### src/rtl/alu_seq.sv
// alu_seq: clocked ALU with a persistent flag register, a bit-serial shifter and a
// shift-add multiplier. Single-cycle ops finish on the accepting edge.
//
// state   | meaning
// S_IDLE  | waiting for START; single-cycle ops complete here
// S_SHIFT | one bit shifted per edge; cnt holds bits still to shift
// S_MUL   | one multiplier bit consumed per edge; cnt holds bits still to process
module alu_seq #(
  parameter int W       = 8,
  parameter int SHAMT_W = $clog2(W) + 1
) (
  input  logic         Clk,
  input  logic         Reset,
  input  logic         START,
  input  logic [3:0]   OP,
  input  logic [W-1:0] INPUTA,
  input  logic [W-1:0] INPUTB,
  output logic [W-1:0] OUT,
  output logic [W-1:0] OUT_HI,
  output logic         BUSY,
  output logic         DONE,
  output logic         CARRY,
  output logic         ZERO,
  output logic         GREATER,
  output logic         NEG
);

  localparam logic [3:0] OP_ADD = 4'd1,  OP_ADC = 4'd2,  OP_SUB = 4'd3,  OP_SBB = 4'd4;
  localparam logic [3:0] OP_AND = 4'd5,  OP_OR  = 4'd6,  OP_XOR = 4'd7,  OP_MOV = 4'd8;
  localparam logic [3:0] OP_LSH = 4'd9,  OP_RSH = 4'd10, OP_ASR = 4'd11, OP_CMP = 4'd12;
  localparam logic [3:0] OP_MUL = 4'd13;
  localparam logic [SHAMT_W-1:0] W_CNT   = SHAMT_W'(W);
  localparam logic [SHAMT_W-1:0] CNT_ONE = SHAMT_W'(1);

  typedef enum logic [1:0] {S_IDLE, S_SHIFT, S_MUL} state_t;

  state_t           state, state_nxt;
  logic [3:0]       op_q, op_nxt;
  logic [SHAMT_W-1:0] cnt, cnt_nxt, shamt;
  logic [W-1:0]     sh, sh_nxt, sh_step, mcand, mcand_nxt;
  logic             sh_out;
  logic [2*W-1:0]   prod, prod_nxt, mul_step;
  logic [W:0]       add_sum, sub_diff, mul_sum;
  logic [W-1:0]     out_nxt, hi_nxt;
  logic             done_nxt, carry_nxt, zero_nxt, greater_nxt, neg_nxt;

  assign BUSY = (state != S_IDLE);

  always_comb begin
    add_sum  = {1'b0, INPUTA} + {1'b0, INPUTB} + {{W{1'b0}}, (OP == OP_ADC) & CARRY};
    sub_diff = {1'b0, INPUTA} - {1'b0, INPUTB} - {{W{1'b0}}, (OP == OP_SBB) & CARRY};
    shamt    = (INPUTB[SHAMT_W-1:0] > W_CNT) ? W_CNT : INPUTB[SHAMT_W-1:0];
    sh_out   = (op_q == OP_LSH) ? sh[W-1] : sh[0];
    if (op_q == OP_LSH) sh_step = {sh[W-2:0], 1'b0};
    else                sh_step = {(op_q == OP_ASR) & sh[W-1], sh[W-1:1]};
    // Classic shift-add: add the multiplicand into the high half, then shift the
    // whole product right, keeping the adder carry as the new top bit.
    mul_sum  = {1'b0, prod[2*W-1:W]} + (prod[0] ? {1'b0, mcand} : {(W+1){1'b0}});
    mul_step = {mul_sum, prod[W-1:1]};
  end

  always_comb begin
    state_nxt   = state;
    op_nxt      = op_q;
    cnt_nxt     = cnt;
    sh_nxt      = sh;
    mcand_nxt   = mcand;
    prod_nxt    = prod;
    out_nxt     = OUT;
    hi_nxt      = OUT_HI;
    done_nxt    = 1'b0;
    carry_nxt   = CARRY;
    zero_nxt    = ZERO;
    greater_nxt = GREATER;
    neg_nxt     = NEG;
    case (state)
      S_IDLE: if (START) begin
        done_nxt = 1'b1;
        case (OP)
          OP_ADD, OP_ADC: begin out_nxt = add_sum[W-1:0]; carry_nxt = add_sum[W]; hi_nxt = '0; end
          OP_SUB, OP_SBB: begin out_nxt = sub_diff[W-1:0]; carry_nxt = sub_diff[W]; hi_nxt = '0; end
          OP_AND: begin out_nxt = INPUTA & INPUTB; carry_nxt = 1'b0; hi_nxt = '0; end
          OP_OR:  begin out_nxt = INPUTA | INPUTB; carry_nxt = 1'b0; hi_nxt = '0; end
          OP_XOR: begin out_nxt = INPUTA ^ INPUTB; carry_nxt = 1'b0; hi_nxt = '0; end
          OP_MOV: begin out_nxt = INPUTA;          carry_nxt = 1'b0; hi_nxt = '0; end
          OP_LSH, OP_RSH, OP_ASR: begin
            if (shamt == '0) begin
              out_nxt   = INPUTA;
              carry_nxt = 1'b0;
              hi_nxt    = '0;
            end else begin
              done_nxt  = 1'b0;
              state_nxt = S_SHIFT;
              op_nxt    = OP;
              cnt_nxt   = shamt;
              sh_nxt    = INPUTA;
            end
          end
          OP_CMP: begin
            carry_nxt   = sub_diff[W];
            zero_nxt    = (INPUTA == INPUTB);
            greater_nxt = (INPUTA > INPUTB);
            neg_nxt     = sub_diff[W-1];
          end
          OP_MUL: begin
            done_nxt  = 1'b0;
            state_nxt = S_MUL;
            op_nxt    = OP;
            cnt_nxt   = W_CNT;
            mcand_nxt = INPUTA;
            prod_nxt  = {{W{1'b0}}, INPUTB};
          end
          default: ;
        endcase
        // NOP lands here too: flags follow the unchanged OUT, CARRY is kept for chaining.
        if (done_nxt && OP != OP_CMP) begin
          zero_nxt    = (out_nxt == '0);
          neg_nxt     = out_nxt[W-1];
          greater_nxt = 1'b0;
        end
      end
      S_SHIFT: begin
        sh_nxt  = sh_step;
        cnt_nxt = cnt - CNT_ONE;
        if (cnt == CNT_ONE) begin
          state_nxt   = S_IDLE;
          done_nxt    = 1'b1;
          out_nxt     = sh_step;
          hi_nxt      = '0;
          carry_nxt   = sh_out;
          zero_nxt    = (sh_step == '0);
          neg_nxt     = sh_step[W-1];
          greater_nxt = 1'b0;
        end
      end
      S_MUL: begin
        prod_nxt = mul_step;
        cnt_nxt  = cnt - CNT_ONE;
        if (cnt == CNT_ONE) begin
          state_nxt   = S_IDLE;
          done_nxt    = 1'b1;
          out_nxt     = mul_step[W-1:0];
          hi_nxt      = mul_step[2*W-1:W];
          carry_nxt   = (mul_step[2*W-1:W] != '0);
          zero_nxt    = (mul_step == '0);
          neg_nxt     = mul_step[2*W-1];
          greater_nxt = 1'b0;
        end
      end
      default: state_nxt = S_IDLE;
    endcase
  end

  always_ff @(posedge Clk) begin
    if (Reset) begin
      state   <= S_IDLE;
      op_q    <= '0;
      cnt     <= '0;
      sh      <= '0;
      mcand   <= '0;
      prod    <= '0;
      OUT     <= '0;
      OUT_HI  <= '0;
      DONE    <= 1'b0;
      CARRY   <= 1'b0;
      ZERO    <= 1'b0;
      GREATER <= 1'b0;
      NEG     <= 1'b0;
    end else begin
      state   <= state_nxt;
      op_q    <= op_nxt;
      cnt     <= cnt_nxt;
      sh      <= sh_nxt;
      mcand   <= mcand_nxt;
      prod    <= prod_nxt;
      OUT     <= out_nxt;
      OUT_HI  <= hi_nxt;
      DONE    <= done_nxt;
      CARRY   <= carry_nxt;
      ZERO    <= zero_nxt;
      GREATER <= greater_nxt;
      NEG     <= neg_nxt;
    end
  end

endmodule
### config.mk
export PLATFORM = sky130hd
export DESIGN_NAME = alu_seq
export DESIGN_NICKNAME = d
export VERILOG_FILES = /design/src/rtl/alu_seq.sv
export SDC_FILE = /design/constraint.sdc
export NUM_CORES = 1
export LEC_CHECK = 0
export ABC_AREA = 1
export CORE_AREA = 2 2 89 108
export DETAILED_ROUTE_END_ITERATION = 8
export DIE_AREA = 0 0 91 110
export DONT_BUFFER_PORTS = 1
export GPL_ROUTABILITY_DRIVEN = 0
export PLACE_DENSITY = 0.81
export SYNTH_ARGS = -nofsm -noshare
export SYNTH_HDL_FRONTEND = slang
export SYNTH_SLANG_ARGS = --single-unit
### constraint.sdc
create_clock -name Clk -period 2.6 [get_ports Clk]
set_input_delay 0.39 -clock Clk [delete_from_list [all_inputs] [get_ports Clk]]
set_output_delay 0.39 -clock Clk [all_outputs]
set_load 0.01 [all_outputs]
; After elaboration in Yosys (flattened, before gate mapping)
; Cells that the tools add are included.
[word_totals]
word_cells = 158
input_bits = 23
output_inout_bits = 22
register_bits = 63
[classes]
n_eq_ne = 34
reduce_logical = 31
muxes = 66
order_cmp = 2
n_bitwise = 6
addsub = 6
[ops]
columns = operator, n
row1 = two-way mux 8 bit, 15
row2 = case mux 8 bit (7 select lines), 1
row3 = case mux 8 bit (3 select lines), 2
row4 = equality test 4 bit (second input constant), 8
row5 = two-way mux 16 bit, 2
row6 = case mux 16 bit (2 select lines), 1
row7 = case mux 8 bit (2 select lines), 2
row8 = two-way mux 1 bit, 24
row9 = case mux 4 bit (2 select lines), 3
row10 = AND reduction 4 bit, 6
row11 = adder 8 x 8 -> 9 bit, 2
row12 = equality test 4 x 3 -> 1 bit (second input constant), 4
row13 = zero test 16 bit, 1
row14 = zero test 8 bit, 2
row15 = two-way mux 4 bit, 4
row16 = AND reduction 6 bit, 2
row17 = inequality test 2 bit (second input constant), 5
row18 = nonzero test 2 bit, 5
row19 = adder 9 x 1 -> 9 bit, 1
row20 = case mux 1 bit (3 select lines), 3
row21 = subtractor 8 x 8 -> 9 bit, 1
row22 = subtractor 9 x 1 -> 9 bit, 1
row23 = AND 8 bit, 1
row24 = equality test 4 x 1 -> 1 bit (second input constant), 2
row25 = 31 further kinds, 47

; Logic depth before layout (Yosys ltp)
; Gate-level depths: netlist of the first run.
[logic_depth]
word_depth = 11
mapped_depth = 17
mapped_depth_nobuf = 17

; Worst setup path before layout of the first run
; OpenSTA, ideal clock, no wires.
[synth_timing]
path_kind = input to register
start = input port OP[2]
end = register ZERO
arrival_time_ps = 2465
n_path_buf = 0
required_ps = 2533
slack_ps = 67
cell_stages = 17
path_cell_list = inv_1 > nor2_2 > nand3_1 > fa_1 > ha_1 > nand2_1 > nand2_1 > or2_2 > nand3_1 > nand3_1 > nor2_1 > nand2_1 > nor2_1 > nand3_1 > nand2_1 > nand2_1 > a21oi_2
[synth_between]
elab_chain_cells = 10
[synth_rtl]
columns = element, line
row1 = "start, declared", 15  ; input logic [3:0] OP,
row2 = equality test 4 x 3 -> 1 bit / equality test 4 x 2 -> 1 bit (equally long branches), "51, 79, 50"
row3 = "AND 1 bit, on equally long branches", "51, 50"
row4 = subtractor 9 x 1 -> 9 bit / adder 9 x 1 -> 9 bit (equally long branches), "51, 50"
row5 = case mux 8 bit (7 select lines), 79  ; case (OP)
row6 = two-way mux 8 bit, 77  ; S_IDLE: if (START) begin
row7 = two-way mux 8 bit, 76  ; case (state)
row8 = zero test 8 bit, 117  ; zero_nxt = (out_nxt == '0);
row9 = two-way mux 1 bit, 116  ; if (done_nxt && OP != OP_CMP) begin
row10 = two-way mux 1 bit, 77
row11 = case mux 1 bit (3 select lines), 76
row12 = "end signal, assigned", 180  ; ZERO <= zero_nxt;
row13 = "end, declared", 23  ; output logic ZERO,
; Several ways; a longest one is shown, not always the timed one. The select of a mux whose other input is x is not followed.
; A chain may end at the register's enable or synchronous reset.

; Final worst setup path of the first run
[layout_timing]
start = register CARRY
end = register ZERO
[layout_between]
elab_chain_cells = 9
[layout_rtl]
columns = element, line
row1 = "start, declared", 22  ; output logic CARRY,
row2 = "start signal, assigned", 179  ; CARRY <= carry_nxt;
row3 = "AND 1 bit, on equally long branches", "51, 50"
row4 = subtractor 9 x 1 -> 9 bit / adder 9 x 1 -> 9 bit (equally long branches), "51, 50"
row5 = case mux 8 bit (7 select lines) (*), 79
row6 = two-way mux 8 bit (*), 77
row7 = two-way mux 8 bit (*), 76
row8 = zero test 8 bit (*), 117
row9 = two-way mux 1 bit (*), 116
row10 = two-way mux 1 bit (*), 77
row11 = case mux 1 bit (3 select lines) (*), 76
; Every way passes the cells marked *; elsewhere a longest branch is shown, timed or not. The select of a mux whose other input is x is not followed.

==> results.yml, run 1 <==
run_status:
  status: "finished, final reports clean"
timing:
  setup_tns_ns: 0
  max_clock_freq_mhz: 399.3
  min_period_ns: 2.504
  max-slew-margin-rel_pct: 36.70
  whs_ns: 0.09812
  worstMarginPinSlew_ns: 0.9495
  setup_viol: 0
  drv_slew: 0
  hold_viol: 0
  skew_ns: 0.004727
  finalCritPeriodShare_pct: 96.32
power:
  p_per_area_nw_per_um2: 816.8
  vdd_ir_drop_max_mv: 0.3352
  leakagePower_nw: 2.686
global_route:
  grt-ovfl-total: 0
  grt_pass1_vias: 5117
  grt_max_degree: 32
  gr-usage-all-layers_pct: 31.11
  grt_pass1_wl_um: 24650
  antenna_found_initial: 0
clocking:
  clock_latency_ns: 0.35
  clockBufferDepth: 2
  cts_made_buffers: 9
  cts_num_sinks: 63
  htree_levels: 3
  path_clk_slew_ns: 0.07
  cts-root-buf: "clkbuf_8"
  tritoncts: "built"
  cts_hold_buffers: 0
final_layout:
  drive_gt1_share_pct: 10.72
  antennaDiodeCount: 0
  final_area_um2: 5594
  final_cell_count_no_fill: 922
  area_delta_synth_final_pct: 7.813
  final_common_cell: "nand2_1"
  fillers: 830
  nets: 877
  most-common-layout-cells: "nand2_1, inv_1, a21oi_1, nor2_1, nand3_1"
yosys:
  synthMuxAreaShare_pct: 0
  yosysTopAreaCell: "dfxtp_1"
  synth-xor-area-share_pct: 1.350
  yosys_register_bits: 63
  synth_compound_area_share_pct: 18.95
  synthAdderAreaFrac_pct: 14.47
  yosysSeqAreaShare_pct: 24.31
  syn-num-nets: 867
  syn_inst: 787
  yosysTopAreaCellShare_pct: 24.31
  synth_top_family_by_area: "simple AND/OR/NAND/NOR gates"
  syn_avg_cell_area_um2: 6.593
  syn_area_um2: 5189
  yosysWarnings: 0
  yosys-top-cells-area: "dfxtp_1, ha_1, nand2_1"
  yosysUniqueCellTypes: 48
  synth_simple_gate_area_share_pct: 30.24
floorplanning:
  io_pins: 45
  dieArea_um2: 10010
  initial_core_util_pct: 58.05
  die_x_um: 91
  design.core.area_um2: 8939
  die_y_um: 110
  row_count: 38
critical_path:
  startpoint: "CARRY"
  worst-r2r-setup-slack_ns: 0.1
  reg2reg_from: "CARRY"
  crit_type: "flip-flop to flip-flop"
  cp_max_fo: 4
  r2r-end: "ZERO"
  rr_worst_depth: 15
  worstPathRequired_ns: 2.89
  endpoint_kind: "flip-flop"
  arrival_ns: 2.80
  cp-start-kind: "flip-flop"
route:
  wirelength_um: 15430
  avgRoutedWirePerCell_um: 16.73
  first_iter_violations: 630
  num_vias: 5514
  dr.pass1.iters: 8
  via_per_inst: 5.980
  ant_nets: 0
  drc_errors: 0
worst_hold_path:
  holdPathStages: 1
  hp-start: "Reset"
  min_path_type: "input port to flip-flop"
  hold_end: "ZERO"
placement:
  numPortBuffers: 0
  dpl-instance-area_um2: 5358
  dpl.hpwl_um: 12080
  place_inst: 905
job:
  drv_cap: 0
kinds of logic after synthesis:
kind of cell               Yosys count
AOI/OAI and AO/OA                  175
xor gates and xnor gates             8
adders and majority gates           57
buffers and inverters              134
DFF                                 63
and+or+nand+nor                    350
synthesized netlist by cell type, drive strengths merged:
cell and instances:
nor3 7, buf 10, a21o 1, o21ai 61, o21bai 1, a311oi 1
a31oi 10, o31ai 2, nor4 3, a21oi 79, nand3 68, xnor2 5
o21a 1, ha 52, o211ai 3, fa 5, or2 7, a21boi 2
xor2 3, dfxtp 63, inv 110, nand4 10, a211oi 4, o22ai 4
nand3b 7, a221oi 5, clkbuf 12, nand2 165, nor2 83, clkinv 2
o221ai 1
cell type report:
type / instances / area, µm² / share of cell area (%)
Inverter: 112 / 422.9 / 7.560
Multi-Input combinational cell: 590 / 3422 / 61.17
Tap cell: 120 / 150.1 / 2.684
Timing Repair Buffer: 21 / 157.7 / 2.818
Sequential cell: 63 / 1266 / 22.63
Clock buffer: 11 / 141.4 / 2.527
Clock inverter: 5 / 33.78 / 0.6039
metrics by stage:
stage,setup slack (ns),total power (W),util [%]
global placement,-0.08157,0.003631,59.94
CTS,0.02403,0.004467,61.90
detailed placement,-0.1703,0.003707,59.94
finish,0.09565,0.004569,62.58
floorplan,0.06735,0.003161,-
global route,-0.05212,0.004862,62.58
worst max path at each step:
| stage | to | slack, ns | depth (start not counted) |
|---|---|---|---|
| 4_1_cts | ZERO | 0.02 | 15 |
| 3_3_place_gp | ZERO | -0.08 | 17 |
| 3_5_place_dp | ZERO | -0.17 | 17 |
| 5_1_grt | ZERO | -0.05 | 16 |
| 2_1_floorplan | ZERO | 0.07 | 17 |
| 6_report | ZERO | 0.1 | 15 |
worst max-delay path, cell delays in order, from the launching register on:
cell and delay, ns:
dfxtp_4 0.38, nand3_1 0.13, fa_2 0.38, fa_1 0.44, xnor2_1 0.15, nand2_1 0.08
nand2_1 0.05, nor2_1 0.15, nand3_1 0.11, nor2_1 0.11, nand2_1 0.06, nor2_1 0.08
nand3_1 0.08, nand2_1 0.06, nand2_1 0.06, a21oi_2 0.11
layer usage:
layer  global-route usage [%]  part of all wire, %  wire length, µm  vias up
li1                         -                    -                -     2618
met1                    37.22                   38             5826     2452
met2                    52.12                   45             6987      368
met3                    5.846                   10             1599       76
met4                    19.16                  6.6             1012        0
met5                        0                    0                0        -
state kept, by name (all words and copies together), names as in the netlist:
register and flops:
NEG 1, DONE 1, ZERO 1, GREATER 1, op_q 4, OUT 8, state 2, CARRY 1
OUT_HI 8, cnt 4, prod 16, mcand 8, sh 8
power breakdown:
part           internal (W)  switching [W]  leakage [nW]  total, W
Combinational      0.000791        0.00150          2.08   0.00229
Clock              0.000370       0.000389        0.0853  0.000759
Sequential          0.00124       0.000274         0.516   0.00152
repair_timing:
| item | in CTS | in global routing |
|---|---|---|
| buffers inserted | 0 | 1 |
| gates resized for setup | 0 | 15 |
| endpoints found under the hold margin | 0 | 0 |
| endpoints found under the setup margin | 0 | 7 |
(Power assumes the default switching activity.)
==> run 2: changes to the inputs <==
--- a/config.mk
+++ b/config.mk
@@ -6,12 +6,13 @@
 export NUM_CORES = 1
 export LEC_CHECK = 0
 export ABC_AREA = 1
-export CORE_AREA = 2 2 89 108
+export CORE_AREA = 2 2 112 87
 export DETAILED_ROUTE_END_ITERATION = 8
-export DIE_AREA = 0 0 91 110
+export DIE_AREA = 0 0 114 89
 export DONT_BUFFER_PORTS = 1
 export GPL_ROUTABILITY_DRIVEN = 0
 export PLACE_DENSITY = 0.81
+export SLEW_MARGIN = 10
 export SYNTH_ARGS = -nofsm -noshare
 export SYNTH_HDL_FRONTEND = slang
 export SYNTH_SLANG_ARGS = --single-unit
==> run 2 against run 1 <==
Against the previous run: wire length increased by 7.1%; critical path depth unchanged; setup slack improved by 0.0022 ns; utilization increased by 0.60 points; design area increased by 0.89%; power increased by 8.8%; global-route usage increased by 1.9 points; largest power group unchanged; highest routed layer unchanged.
==> results.yml, run 2 (synthesis results as in run 1) <==
critical_path:
  cp_cell_sequence: "nand3_1 -> fa_2 -> fa_2 -> xnor2_1 -> nand2_1 -> nand2_1 -> nor2_1 -> nand3_1 -> nor2_1 -> nand2_1 -> nor2_1 -> nand3_1 -> nand2_1 -> nand2_1 -> a21oi_2"
  rr_worst_depth: 15
  cp-start-kind: "flip-flop"
  arrival_ns: 2.78
  slowest_stage: "fa_2"
  endpoint_kind: "flip-flop"
  r2r-end: "ZERO"
  worstPathRequired_ns: 2.88
  cp_max_fo: 4
  reg2reg_from: "CARRY"
  crit_type: "flip-flop to flip-flop"
  worst-r2r-setup-slack_ns: 0.1
  critPathMaxStageDelay_ns: 0.39
  cpMostUsedCell: "nand2_1"
floorplanning:
  initial_core_util_pct: 58.08
  row_count: 30
  io_pins: 45
  design.core.area_um2: 8934
  die_x_um: 114
  die_y_um: 89
  dieArea_um2: 10150
global_route:
  grt_pass1_wl_um: 25700
  antenna_found_initial: 0
  grt_pass1_vias: 5058
  gr-usage-all-layers_pct: 33.01
  grt_max_degree: 43
  grt-ovfl-total: 0
timing:
  finalCritPeriodShare_pct: 96.24
  max_clock_freq_mhz: 399.7
  worstMarginPinSlew_ns: 0.6445
  setup_viol: 0
  skew_ns: 0.007101
  setup_tns_ns: 0
  max-slew-margin-rel_pct: 56.67
  drv_slew: 0
  min_period_ns: 2.502
  hold_viol: 0
final_layout:
  most-common-layout-cells: "nand2_1, inv_1, a21oi_1, nor2_1, nand3_1"
  final_common_cell: "nand2_1"
  largest_reg_flops: 16
  largest_register: "prod"
  fillers: 804
  nets: 878
  drive_gt1_share_pct: 10.00
  final_cell_count_no_fill: 912
  final_area_um2: 5644
  area_delta_synth_final_pct: 8.777
  antennaDiodeCount: 0
power:
  p_per_area_nw_per_um2: 880.4
  vdd_ir_drop_max_mv: 1.095
  leakagePower_nw: 2.735
worst_hold_path:
  holdPathStages: 1
  hp-start: "Reset"
  hold_end: "ZERO"
  min_path_type: "input port to flip-flop"
clocking:
  cts_made_buffers: 9
  tritoncts: "built"
  htree_levels: 3
  path_clk_slew_ns: 0.05
  clock_latency_ns: 0.34
  clockBufferDepth: 2
  cts-root-buf: "clkbuf_16"
  cts_hold_buffers: 0
  cts_num_sinks: 63
placement:
  numPortBuffers: 0
  dpl-instance-area_um2: 5355
  place_inst: 898
  dpl.hpwl_um: 12600
route:
  avgRoutedWirePerCell_um: 18.11
  via_per_inst: 6.220
  dr.pass1.iters: 8
  drc_errors: 0
  ant_nets: 0
  num_vias: 5673
  wirelength_um: 16510
  first_iter_violations: 952
job:
  drv_cap: 0
run_status:
  status: "finished, final reports clean"
[run 2: changes by cell type in the layout (fill, tap and decap cells not counted), sizes merged]
cell,before,now
buf,21,22
clkinv,5,4
clkinvlp,2,0
[run 2: worst max path at each step]
stage / start / endpoint / depth (start not counted)
after detailed placement: OP[1] / ZERO / 17
after global placement: OP[1] / ZERO / 17
after floorplan: OP[2] / ZERO / 17
final: CARRY / ZERO / 15
after global routing: prod[0] / ZERO / 13
after CTS: CARRY / ZERO / 15
[run 2: area by class of cell]
| class | count | area [µm²] | area share, % |
|---|---|---|---|
| sequential | 63 | 1265 | 22.41 |
| inverter | 112 | 422.9 | 7.493 |
| clock inverter | 2 | 10.01 | 0.1773 |
| multi-input combinational | 590 | 3398 | 60.21 |
| timing repair buffer | 22 | 165.2 | 2.926 |
| clock buffer | 11 | 242.7 | 4.301 |
| tap | 112 | 140.1 | 2.483 |
[run 2: worst max-delay path, delay by kind of cell (launching register included)]
family | cells | cell delay [ns]
adder cells (fa/ha/maj) | 2 | 0.76
flip-flops | 1 | 0.37
AND/OR/NAND/NOR | 11 | 1.06
XOR/XNOR | 1 | 0.14
AO/OA/AOI/OAI | 1 | 0.11
[run 2: power breakdown]
group / total (W) / switching [W] / internal [W]
combinational: 0.00239 / 0.00159 / 0.000806
sequential: 0.00152 / 0.000271 / 0.00124
clock: 0.00106 / 0.000410 / 0.000650
[run 2: timing repair]
action | 4_1_cts | 5_1_grt
endpoints found under the setup margin | 0 | 4
gates resized for setup | 0 | 10
buffers inserted | 0 | 1
[run 2: per-layer routing]
layer | vias up | track usage (%) | share of wire (%)
met1 | 2559 | 44.31 | 42
met5 | - | 0 | 0
met2 | 429 | 49.51 | 41
met4 | 0 | 10.09 | 2.6
li1 | 2629 | - | -
met3 | 56 | 12.61 | 15
[run 2: stage by stage]
step	hold slack [ns]	utilization [%]	total power [W]	setup slack, ns
3_3_place_gp	0.4596	59.94	0.003708	-0.06231
3_5_place_dp	0.4619	59.94	0.003780	-0.1297
4_1_cts	0.1128	62.77	0.004844	0.02363
6_report	0.1134	63.18	0.004969	0.09783
5_1_grt	0.1134	63.18	0.005257	-0.05973
2_1_floorplan	0.4455	-	0.003161	0.06735
==> run 3: changes to the inputs <==
--- a/config.mk
+++ b/config.mk
@@ -11,7 +11,9 @@
 export DIE_AREA = 0 0 114 89
 export DONT_BUFFER_PORTS = 1
 export GPL_ROUTABILITY_DRIVEN = 0
+export GPL_TIMING_DRIVEN = 0
 export PLACE_DENSITY = 0.81
+export RECOVER_POWER = 50
 export SLEW_MARGIN = 10
 export SYNTH_ARGS = -nofsm -noshare
 export SYNTH_HDL_FRONTEND = slang
==> run 3 against run 2 <==
Against the previous run: the run now ends with setup timing left; sequential power barely moved; sequential share of layout area fell by 0.48 points; power rose by 4.0%; clock-buffer cell count fell by 1; combinational power barely moved; design area rose by 2.2%; utilization rose by 1.4 points; register-to-register slack got worse by 0.13 ns; critical path depth did not move; wire length rose by 3.3%; non-clock buffer count rose by 3.
==> results.yml, run 3 (synthesis results as in run 1) <==
run_status:
  status: "complete, but fails checks"
  violations: "setup timing"
clocking:
  tritoncts: "built"
  clock_latency_ns: 0.34
  cts_hold_buffers: 0
  cts_num_sinks: 63
  path_clk_slew_ns: 0.06
  cts-root-buf: "clkbuf_16"
  htree_levels: 3
  cts_made_buffers: 9
  clockBufferDepth: 2
placement:
  numPortBuffers: 0
  place_inst: 899
  dp_slack_ns: -0.4415
  dpl.hpwl_um: 12960
final_layout:
  fillers: 792
  largest_register: "prod"
  drive_gt1_share_pct: 11.06
  nets: 881
  regArea_um2: 1265
  most-common-layout-cells: "nand2_1, inv_1, a21oi_1, nor2_1, dfxtp_1"
  largest_reg_flops: 16
  final_core_util_pct: 64.57
  antennaDiodeCount: 0
  final_cell_count_no_fill: 917
  final_common_cell: "nand2_1"
  area_delta_synth_final_pct: 11.16
  multi_input_area_um2: 3488
floorplanning:
  die_y_um: 89
  design.core.area_um2: 8934
  die_x_um: 114
  initial_core_util_pct: 58.08
  row_count: 30
  dieArea_um2: 10150
  io_pins: 45
timing:
  hold_viol: 0
  setup_viol: 1
  max-slew-margin-rel_pct: 48.70
  skew_ns: 0.006150
  setup_tns_ns: -0.03394
  worstMarginPinSlew_ns: 0.7625
  max_clock_freq_mhz: 379.7
  finalCritPeriodShare_pct: 101.3
  drv_slew: 0
  setup_ws_ns: -0.03394
  grt_setup_unrepaired: "true"
  whs_ns: 0.2163
  min_period_ns: 2.634
power:
  vdd_ir_drop_max_mv: 0.6648
  leakagePower_nw: 2.741
  p_per_area_nw_per_um2: 896.1
critical_path:
  crit_type: "flip-flop to flip-flop"
  worstPathRequired_ns: 2.87
  arrival_ns: 2.91
  cp_max_fo: 4
  endpoint_kind: "flip-flop"
  cp-start-kind: "flip-flop"
global_route:
  grt_max_degree: 12
  gr-usage-all-layers_pct: 34.47
  antenna_found_initial: 0
  grt-ovfl-total: 0
  grt_pass1_vias: 5256
  grt_pass1_wl_um: 26830
route:
  ant_nets: 0
  first_iter_violations: 1030
  drc_errors: 0
  dr.pass1.iters: 9
  via_per_inst: 6.358
  num_vias: 5830
  wirelength_um: 17060
  avgRoutedWirePerCell_um: 18.60
worst_hold_path:
  min_path_type: "input port to flip-flop"
job:
  drv_cap: 0
==> run 3: metrics by stage <==
stage / total power, W / area [µm²]
floorplan: 0.003161 / 5189
global placement: 0.003684 / 5329
detailed placement: 0.003768 / 5329
CTS: 0.005020 / 5680
global route: 0.005472 / 5768
finish: 0.005169 / 5768
==> run 3: where the power goes <==
part           internal (W)  leakage [nW]  switching, W
Clock              0.000762         0.141      0.000465
Combinational      0.000787          2.09       0.00162
Sequential          0.00124         0.515      0.000292
Total               0.00279          2.74       0.00238
==> run 3: worst paths after layout <==
path | from | to | slack [ns] | depth (start not counted)
setup / recovery | CARRY | ZERO | -0.03 | 15
hold / removal | INPUTA[0] | sh[0] | 0.22 | 2
setup reg to reg | CARRY | ZERO | -0.03 | 15
hold reg to reg | op_q[0] | op_q[0] | 0.48 | 2
==> run 3: worst max-delay path: stages, from the launching register on <==
cell	delay, ns
dfxtp_4	0.40
nand3_2	0.11
fa_2	0.57
ha_1	0.23
xor2_1	0.15
nand2_1	0.07
nand2_1	0.08
nor2_1	0.22
nand3_1	0.13
nor2_1	0.11
nand2_1	0.06
nor2_1	0.08
nand3_1	0.10
nand2_2	0.08
nand2_2	0.05
a21oi_2	0.12
==> run 3: final cells by class <==
class	instances	share of cell area (%)
Tap cell	112	2.429
Timing Repair Buffer	4	0.6508
Sequential cell	63	21.93
Clock buffer	10	4.143
Clock inverter	5	1.020
Multi-Input combinational cell	590	60.48
Inverter	112	7.332
Buffer	21	2.017
==> run 3: metal layers <==
metal  GRT usage, %  vias up  part of all wire (%)
li1               -     2639                     -
met1          47.92     2652                    40
met2          52.33      469                    41
met3          10.44       70                    16
met4          9.313        0                   3.0
met5              0        -                     0
==> run 3: timing repair <==
action	in CTS	in global routing
setup buffers	2	2
gates resized for setup	12	22
cloned	0	0
setup endpoints to repair	5	4
pin swaps	4	14
